--- src/rtl/usf_pkg.sv ---
// Shared types and sizing helpers for the unlimited-sampling reconstruction sequencer.
package usf_pkg;

    localparam int unsigned USF_WIDTH  = 16;
    localparam int unsigned USF_LAMBDA = 10;

    typedef enum logic [2:0] {
        IDLE,
        CLEAR,
        STREAM,
        DRAIN,
        DONE
    } seq_state_t;

    // Alignment FIFO depth: DP_LATENCY+2 rounded up to a power of two.
    function automatic int unsigned fifo_depth(input int unsigned latency);
        return 1 << $clog2(latency + 2);
    endfunction

    function automatic int unsigned cnt_width(input int unsigned frame_len);
        return $clog2(frame_len);
    endfunction

endpackage

--- src/rtl/usf_align_fifo.sv ---
// Synchronous FIFO that holds y[k] while its residual is in flight through the datapath.
module usf_align_fifo
    import usf_pkg::*;
#(
    parameter int unsigned WIDTH = USF_WIDTH,
    parameter int unsigned DEPTH = 8
) (
    input  logic             clk,
    input  logic             reset,
    input  logic             clear,
    input  logic             push,
    input  logic [WIDTH-1:0] push_data,
    input  logic             pop,
    output logic [WIDTH-1:0] head,
    output logic             empty,
    output logic             full
);

    localparam int unsigned AW = (DEPTH > 1) ? $clog2(DEPTH) : 1;

    logic [WIDTH-1:0] mem [DEPTH];
    logic [AW-1:0]    rd_ptr_q, wr_ptr_q;
    logic [AW:0]      count_q;
    logic             do_push, do_pop;

    assign empty   = (count_q == '0);
    assign full    = (count_q == (AW+1)'(DEPTH));
    assign do_push = push && !full;
    assign do_pop  = pop && !empty;
    assign head    = mem[rd_ptr_q];

    always_ff @(posedge clk or posedge reset) begin
        if (reset) begin
            rd_ptr_q <= '0;
            wr_ptr_q <= '0;
            count_q  <= '0;
        end else if (clear) begin
            rd_ptr_q <= '0;
            wr_ptr_q <= '0;
            count_q  <= '0;
        end else begin
            if (do_push) wr_ptr_q <= wr_ptr_q + AW'(1);
            if (do_pop)  rd_ptr_q <= rd_ptr_q + AW'(1);
            if (do_push && !do_pop)      count_q <= count_q + (AW+1)'(1);
            else if (do_pop && !do_push) count_q <= count_q - (AW+1)'(1);
        end
    end

    always_ff @(posedge clk) begin
        if (do_push) mem[wr_ptr_q] <= push_data;
    end

endmodule

--- src/rtl/usf_recon_sequencer.sv ---
// Frame controller for the unlimited-sampling reconstruction datapath.
// Optional DRAIN watchdog enabled by defining USF_SEQ_WATCHDOG_EN.
module usf_recon_sequencer
    import usf_pkg::*;
#(
    parameter int unsigned WIDTH      = USF_WIDTH,
    parameter int unsigned LAMBDA     = USF_LAMBDA,
    parameter int unsigned FRAME_LEN  = 64,
    parameter int unsigned DP_LATENCY = 4
) (
    input  logic                    clk,
    input  logic                    reset,
    input  logic                    start,
    input  logic                    in_valid,
    output logic                    in_ready,
    input  logic signed [WIDTH-1:0] in_diff,
    input  logic signed [WIDTH-1:0] in_y,
    output logic                    dp_rst,
    output logic                    dp_valid,
    output logic signed [WIDTH-1:0] dp_diff,
    input  logic                    dp_valid_out,
    input  logic signed [WIDTH-1:0] dp_residual,
    output logic                    out_valid,
    output logic signed [WIDTH:0]   out_data,
    output logic                    out_last,
    output logic                    frame_done,
    output logic                    busy,
    output logic                    err_timeout
);

    localparam int unsigned FIFO_DEPTH = fifo_depth(DP_LATENCY);
    localparam int unsigned CW         = cnt_width(FRAME_LEN);
    localparam logic [CW-1:0] LAST_IDX = CW'(FRAME_LEN - 1);

    if (FRAME_LEN < 2 || LAMBDA == 0) begin : g_param_check
        $error("usf_recon_sequencer: FRAME_LEN must be >= 2 and LAMBDA nonzero");
    end

    seq_state_t       state_q, state_d;
    logic [CW-1:0]    in_cnt_q, out_cnt_q;
    logic             accept;
    logic             wd_expired;
    logic             fifo_empty, fifo_full;
    logic [WIDTH-1:0] fifo_head;

    assign accept   = in_valid && in_ready;
    assign dp_valid = accept;
    assign dp_diff  = accept ? in_diff : '0;

    // Residuals arriving outside an active frame or with nothing queued are dropped.
    assign out_valid = dp_valid_out && !fifo_empty && (state_q == STREAM || state_q == DRAIN);
    assign out_data  = out_valid ? ({fifo_head[WIDTH-1], fifo_head}
                                    + {dp_residual[WIDTH-1], dp_residual}) : '0;
    assign out_last  = out_valid && (out_cnt_q == LAST_IDX);

    always_ff @(posedge clk or posedge reset) begin
        if (reset) state_q <= IDLE;
        else       state_q <= state_d;
    end

    always_comb begin
        state_d    = state_q;
        in_ready   = 1'b0;
        dp_rst     = reset;
        busy       = 1'b1;
        frame_done = 1'b0;
        unique case (state_q)
            IDLE: begin
                busy = 1'b0;
                if (start) state_d = CLEAR;
            end
            CLEAR: begin
                dp_rst  = 1'b1;
                state_d = STREAM;
            end
            STREAM: begin
                in_ready = !fifo_full;
                if (in_valid && !fifo_full && in_cnt_q == LAST_IDX) state_d = DRAIN;
            end
            DRAIN: begin
                if (out_valid && out_cnt_q == LAST_IDX) state_d = DONE;
                else if (wd_expired)                    state_d = DONE;
            end
            DONE: begin
                frame_done = 1'b1;
                state_d    = IDLE;
            end
            default: state_d = IDLE;
        endcase
    end

    always_ff @(posedge clk or posedge reset) begin
        if (reset) begin
            in_cnt_q  <= '0;
            out_cnt_q <= '0;
        end else if (state_q == CLEAR) begin
            in_cnt_q  <= '0;
            out_cnt_q <= '0;
        end else begin
            if (accept)    in_cnt_q  <= in_cnt_q + CW'(1);
            if (out_valid) out_cnt_q <= out_cnt_q + CW'(1);
        end
    end

`ifdef USF_SEQ_WATCHDOG_EN
    localparam int unsigned WD_LIMIT = DP_LATENCY + 4;
    localparam int unsigned WDW      = $clog2(WD_LIMIT + 1);

    logic [WDW-1:0] wd_q;
    logic           err_q;

    // wd_q counts cycles since the last dp_valid_out, starting at 1 on the cycle after it.
    assign wd_expired  = (state_q == DRAIN) && !dp_valid_out && (wd_q == WDW'(WD_LIMIT - 1));
    assign err_timeout = err_q;

    always_ff @(posedge clk or posedge reset) begin
        if (reset) begin
            wd_q  <= WDW'(1);
            err_q <= 1'b0;
        end else begin
            if (state_q != DRAIN || dp_valid_out) wd_q <= WDW'(1);
            else                                  wd_q <= wd_q + WDW'(1);
            if (state_q == IDLE && start) err_q <= 1'b0;
            else if (wd_expired)          err_q <= 1'b1;
        end
    end
`else
    assign wd_expired  = 1'b0;
    assign err_timeout = 1'b0;
`endif

    usf_align_fifo #(
        .WIDTH (WIDTH),
        .DEPTH (FIFO_DEPTH)
    ) u_align_fifo (
        .clk       (clk),
        .reset     (reset),
        .clear     (state_q == CLEAR),
        .push      (accept),
        .push_data (in_y),
        .pop       (out_valid),
        .head      (fifo_head),
        .empty     (fifo_empty),
        .full      (fifo_full)
    );

endmodule

--- config.mk ---
export PLATFORM = sky130hd
export DESIGN_NAME = usf_recon_sequencer
export DESIGN_NICKNAME = d
export VERILOG_FILES = /design/src/rtl/usf_pkg.sv /design/src/rtl/usf_align_fifo.sv /design/src/rtl/usf_recon_sequencer.sv
export SDC_FILE = /design/constraint.sdc
export NUM_CORES = 1
export LEC_CHECK = 0
export BUFFER_PORTS_ARGS = -buffer_cell sky130_fd_sc_hd__clkbuf_2
export CORE_MARGIN = 2
export CORE_UTILIZATION = 55
export CTS_CLUSTER_SIZE = 30
export DETAILED_ROUTE_END_ITERATION = 8
export GPL_ROUTABILITY_DRIVEN = 1
export HOLD_SLACK_MARGIN = 0.08
export PLACE_DENSITY_LB_ADDON = 0.15
export SYNTH_ARGS = -nofsm -noshare
export SYNTH_HDL_FRONTEND = slang
export SYNTH_SLANG_ARGS = --single-unit
--- constraint.sdc ---
create_clock -name clk -period 11.61 [get_ports clk]
set_input_delay 2.9025 -clock clk [delete_from_list [all_inputs] [get_ports clk]]
set_output_delay 2.9025 -clock clk [all_outputs]
set_load 0.005 [all_outputs]
## After elaboration in Yosys (flattened, before gate mapping)

Memories as Yosys holds them, arrays and structs flattened.
Index checks and enable logic that the tools add are counted.
W data, S select, Z words.

- Add/sub/neg operators: 7
- $mul: 0
- Divide/modulo/power cells: 0
- $lt $le $gt $ge: 0
- Equal/unequal tests: 10
- Shift-type cells: 0
- Mux-type cells: 23
- Bitwise logic cells: 0
- Reductions and logical operators: 23

Operators by type and width:

| cell | number |
|---|---|
| $mux W6 | 4 |
| $mux W3 | 7 |
| $add A16 B16 Y17 | 1 |
| $mux W17 | 1 |
| $mux W16 | 1 |
| $add A6 B1 Y6 const B | 2 |
| $eq A6 B6 Y1 const B | 2 |
| $mux W4 | 3 |
| $pmux W3 S4 | 1 |
| $logic_and A1 B1 Y1 | 10 |
| $reduce_bool A2 Y1 | 4 |
| $add A3 B1 Y3 const B | 2 |
| $eq A3 B2 Y1 const B | 2 |
| $mux W1 | 6 |
| $add A4 B1 Y4 const B | 1 |
| $eq A4 B4 Y1 const B | 1 |
| $logic_not A1 Y1 | 4 |
| $logic_not A4 Y1 | 1 |
| $ne A2 B2 Y1 const B | 2 |
| $sub A4 B1 Y4 const B | 1 |
| $eq A3 B1 Y1 const B | 1 |
| $eq A3 B3 Y1 const B | 1 |
| $logic_not A3 Y1 | 1 |
| $reduce_and A3 Y1 | 1 |
| 3 further kinds | 3 |

- Flip-flop bits (word level): 25
- Latch bits: 0
- Memory bits (writable): 128
- Memory bits (read-only): 0
- Logic and storage cells: 70
- Memories kept: 1

Memory list:

| name | words | width | rd ports | clocked after memory_dff | wr ports | RTL line | RTL |
|---|---|---|---|---|---|---|---|
| u_align_fifo.mem | 8 | 16 | 1 | 0 | 1 | usf_align_fifo.sv:21 | `logic [WIDTH-1:0] mem [DEPTH];` |

## Depth between registers and ports, before layout

- Depth after elaboration: 10
- Mapped depth: 12
- Gate-level depth less buffers: 10

## Hierarchy

A second synthesis with hierarchy kept.

- Cells, all modules: 492
- Area, all modules: 7,284.5 um2

By module, submodules not included:

| module | times used | cells an instance | area an instance (um2) |
|---|---|---|---|
| usf_align_fifo | 1 | 268 | 5,530.3 |
| usf_recon_sequencer | 1 | 224 | 1,754.2 |

## Worst setup path after synthesis

Ideal clock, no wire load.

- Path kind: input port to output port
- Start point: input port dp_residual[0]
- End point: output port out_data[16]
- Arrival: 4.558 ns
- Slack: 4.150 ns
- Stages on the path: 6
- Cells stage by stage: ha_1 > fa_1 > a21o_1 > a221o_1 > a21bo_1 > a311oi_2

- Cells in the longest elaborated chain, start to end: 2

Ends and longest elaborated chain:

| element | RTL line | RTL |
|---|---|---|
| from (decl) | usf_recon_sequencer.sv:22 | `input logic signed [WIDTH-1:0] dp_residual,` |
| $add A16 B16 Y17 | usf_recon_sequencer.sv:53 | `+ {dp_residual[WIDTH-1], dp_residual}) : '0;` |
| $mux W17 | usf_recon_sequencer.sv:52 | `assign out_data = out_valid ? ({fifo_head[WIDTH-1], fifo_head}` |
| to (decl) | usf_recon_sequencer.sv:24 | `output logic signed [WIDTH:0] out_data,` |

No other way between the ends.

## Worst setup path in the final report

Same ends and word-level chain as after synthesis.

==> results by group <==
Worst setup path
  – Critical Path End Type: primary output
  – Crit Path Class: in -> out
  – Worst Setup SP: dp_residual[0]
  – RR Endpoint: u_align_fifo.count_q[3]$_DFFE_PP0P_
  – Cells on worst reg2reg path: 11
  – R2R setup slack: 8750 ps
  – CP max FO: 5
  – Critical path launch point type: input pin
  – Worst EP required: just under 9000 ps
  – Crit path DAT: between 4000 and 5000 ps
  – FF-to-FF Start: u_align_fifo.count_q[0]$_DFFE_PP0P_

Global route
  – First-pass GRT wire length: between 20000 and 25000 µm
  – Largest net degree at the start of global routing: 35
  – Initial antenna violation count: 0
  – GRT Total Usage: 0.219
  – Vias in the first global route: approximately 4300
  – Remaining Overflow, GRT: 0

CTS
  – Post-CTS Setup Inserts: 0
  – Root Driver: clkbuf_16
  – CTS buffer count: 17
  – Clock tree sinks: ~150
  – Reg clk slew, reported paths: around 60 ps
  – Bufs on Longest Clock Path: 2
  – Post-CTS Hold Fix Bufs: 0
  – Post_cts resized: 0
  – H-tree depth: 4
  – CTS tree: yes
  – Skew-Pair Late Insertion Delay: 420 ps

Synth
  – Commonest register cell after synthesis: edfxtp_1
  – Avg Inst Size Synth: roughly 15 µm²
  – Post-synth ARST share: 0.163
  – Synth Warn #: 0
  – Cell count after synthesis: 480
  – Sequential element share of the synthesized area: 0.622
  – Yosys cell types: 51
  – Post-synth EDFFs: 128
  – Synthesized cell area: 7190 µm²
  – Syn_nets: between 500 and 600
  – Number of synthesized register bits: roughly 150

Placed design
  – Port Buffer Count: 92
  – RePlAce Congestion: 0.897
  – Post-DP HPWL: around 9300 µm

Detailed routing
  – Via count: approximately 4400
  – Drt wl/cell: ~19 µm
  – Routed Antenna Nets: 0
  – Vias/cell: 5.75
  – First drt pass iteration count: 5
  – Post-route DRC: 0
  – Initial DRC count: about 400
  – Final wirelength: 14600 µm

Layout
  – FF/Latch Area: approximately 4500 µm²
  – Fillers: between 900 and 1000
  – Footprint of the multi-input gates: around 2600 µm²
  – Most frequent cells in the layout: edfxtp_1, clkbuf_2, nor2_1
  – Number of diodes: 0
  – Commonest non-fill, non-tap cell in the layout: edfxtp_1
  – Nets: ~660
  – Area growth syn-to-layout: 17.3%
  – Share of layout cells above drive strength 1: 0.327

Min path
  – Hold EP: in_cnt_q[4]$_DFFE_PP0P_
  – Min-delay worst type: reg -> reg
  – Worst Hold Path Cells: 1
  – Worst Hold Launch: in_cnt_q[4]$_DFFE_PP0P_

Floorplanning
  – Chip Width: 118 µm
  – I/O Pins: 94
  – Row cnt: slightly above 40
  – Core ar.: 12700 µm²
  – Die area: between 10000 and 15000 µm²
  – Starting density of the core: 0.567
  – Overall die height: 118 µm

Job
  – Max_cap viols: 0

Power
  – P_leak: around 3.2 nW
  – Overall power: 2.27 mW
  – VDD IR max: roughly 140 µV
  – Pwr per Cell Area: between 200 and 300 nW/µm²

Timing
  – RSZ-0062 raised after global routing: no
  – Crit share post-route: 0.674
  – Final setup TNS: 0 ps
  – Slew Viols, Final: 0
  – Least-Margin Pin Slew: slightly above 1000 ps
  – Clock skew: 4.82 ps
  – Hold Vio Cnt, Final: 0
  – FMAX: about 130 MHz
  – Slew HR: 0.317
  – Final setup viols: 0
  – Period minus WS final: just under 8000 ps

Run status
  – Status: completed
-- per-layer routing --
layer,GRT usage,wire length (µm)
met1,0.294,6360
met2,0.349,7170
met3,0.0526,752
met4,0.0843,276
met5,0,0
-- how the worst max path moves through the flow --
| stage | end | slack (ps) | cells past startpoint |
|---|---|---|---|
| after CTS | out_data[16] | 3780 | 8 |
| after global placement | out_data[16] | 3810 | 8 |
| after detailed placement | out_data[16] | 3780 | 8 |
| after global routing | out_data[16] | 3710 | 8 |
| after floorplan | out_data[16] | 4150 | 6 |
| final | out_data[16] | 3790 | 8 |
-- state kept, by name, indices dropped and copies added, names as in the netlist --
name and count:
u_align_fifo.wr_ptr_q 3, out_cnt_q 6, state_q 3, u_align_fifo.count_q 4, u_align_fifo.mem 128, u_align_fifo.rd_ptr_q 3, in_cnt_q 6
-- worst max-delay path, stage by stage --
cell,delay (ps)
clkbuf_2,80
ha_1,220
fa_1,400
a21o_1,190
a221o_1,420
a21bo_1,270
a311oi_2,270
clkbuf_2,160
-- cells in the mapped netlist, types with 8 or more instances --
master	count	area (µm²)
edfxtp_1	128	3840
nor2_1	34	128
mux4_2	32	721
nand2_1	29	109
dfrtp_1	25	626
a21oi_1	23	115
ha_1	23	288
and2_1	21	131
mux2_2	16	180
xor2_1	12	105
nand4_1	11	68.8
inv_1	10	37.5
buf_2	8	40.0
clkbuf_1	8	30.0
nand3_1	8	40.0
xnor2_1	8	70.1
-- stage by stage --
step           instances  hold WS (ps)   util  instance area [µm²]  setup slack (ps)
6_report             766           475  0.665                 8430              3790
5_1_grt              766           490  0.665                 8430              3710
4_1_cts              766           472  0.665                 8430              3780
3_5_place_dp         734           464  0.620                 7860              3780
3_3_place_gp         734           456  0.620                 7860              3810
2_1_floorplan        480           438      -                 7190              4150
-- cell families (layout without fill, tap and decap cells) --
logic type      Yosys count  count (layout)  synth area share
simple gates            132             132            0.0936
other cells               1               1          0.000522
fa+ha+maj                25              25            0.0456
buf+inv                  33             147            0.0218
xor+xnor                 20              20            0.0244
mux                      50              50             0.128
flops                   153             153             0.622
compound gates           66              66            0.0642
-- cell type report --
cell class,count,share of cell area
Sequential cell,153,0.530
Timing Repair Buffer,104,0.0653
Clock inverter,15,0.0175
Inverter,11,0.00490
Multi-Input combinational cell,294,0.306
Clock buffer,17,0.0505
Tap cell,172,0.0255
-- power by group --
group / total (mW) / leakage, nW / internal [mW] / switching, mW
logic: 0.961 / 1.47 / 0.442 / 0.518
registers: 0.773 / 1.47 / 0.703 / 0.0701
clock network: 0.532 / 0.275 / 0.316 / 0.217
total: 2.27 / 3.22 / 1.46 / 0.805
Note: power is estimated with default switching activity, not from simulation.
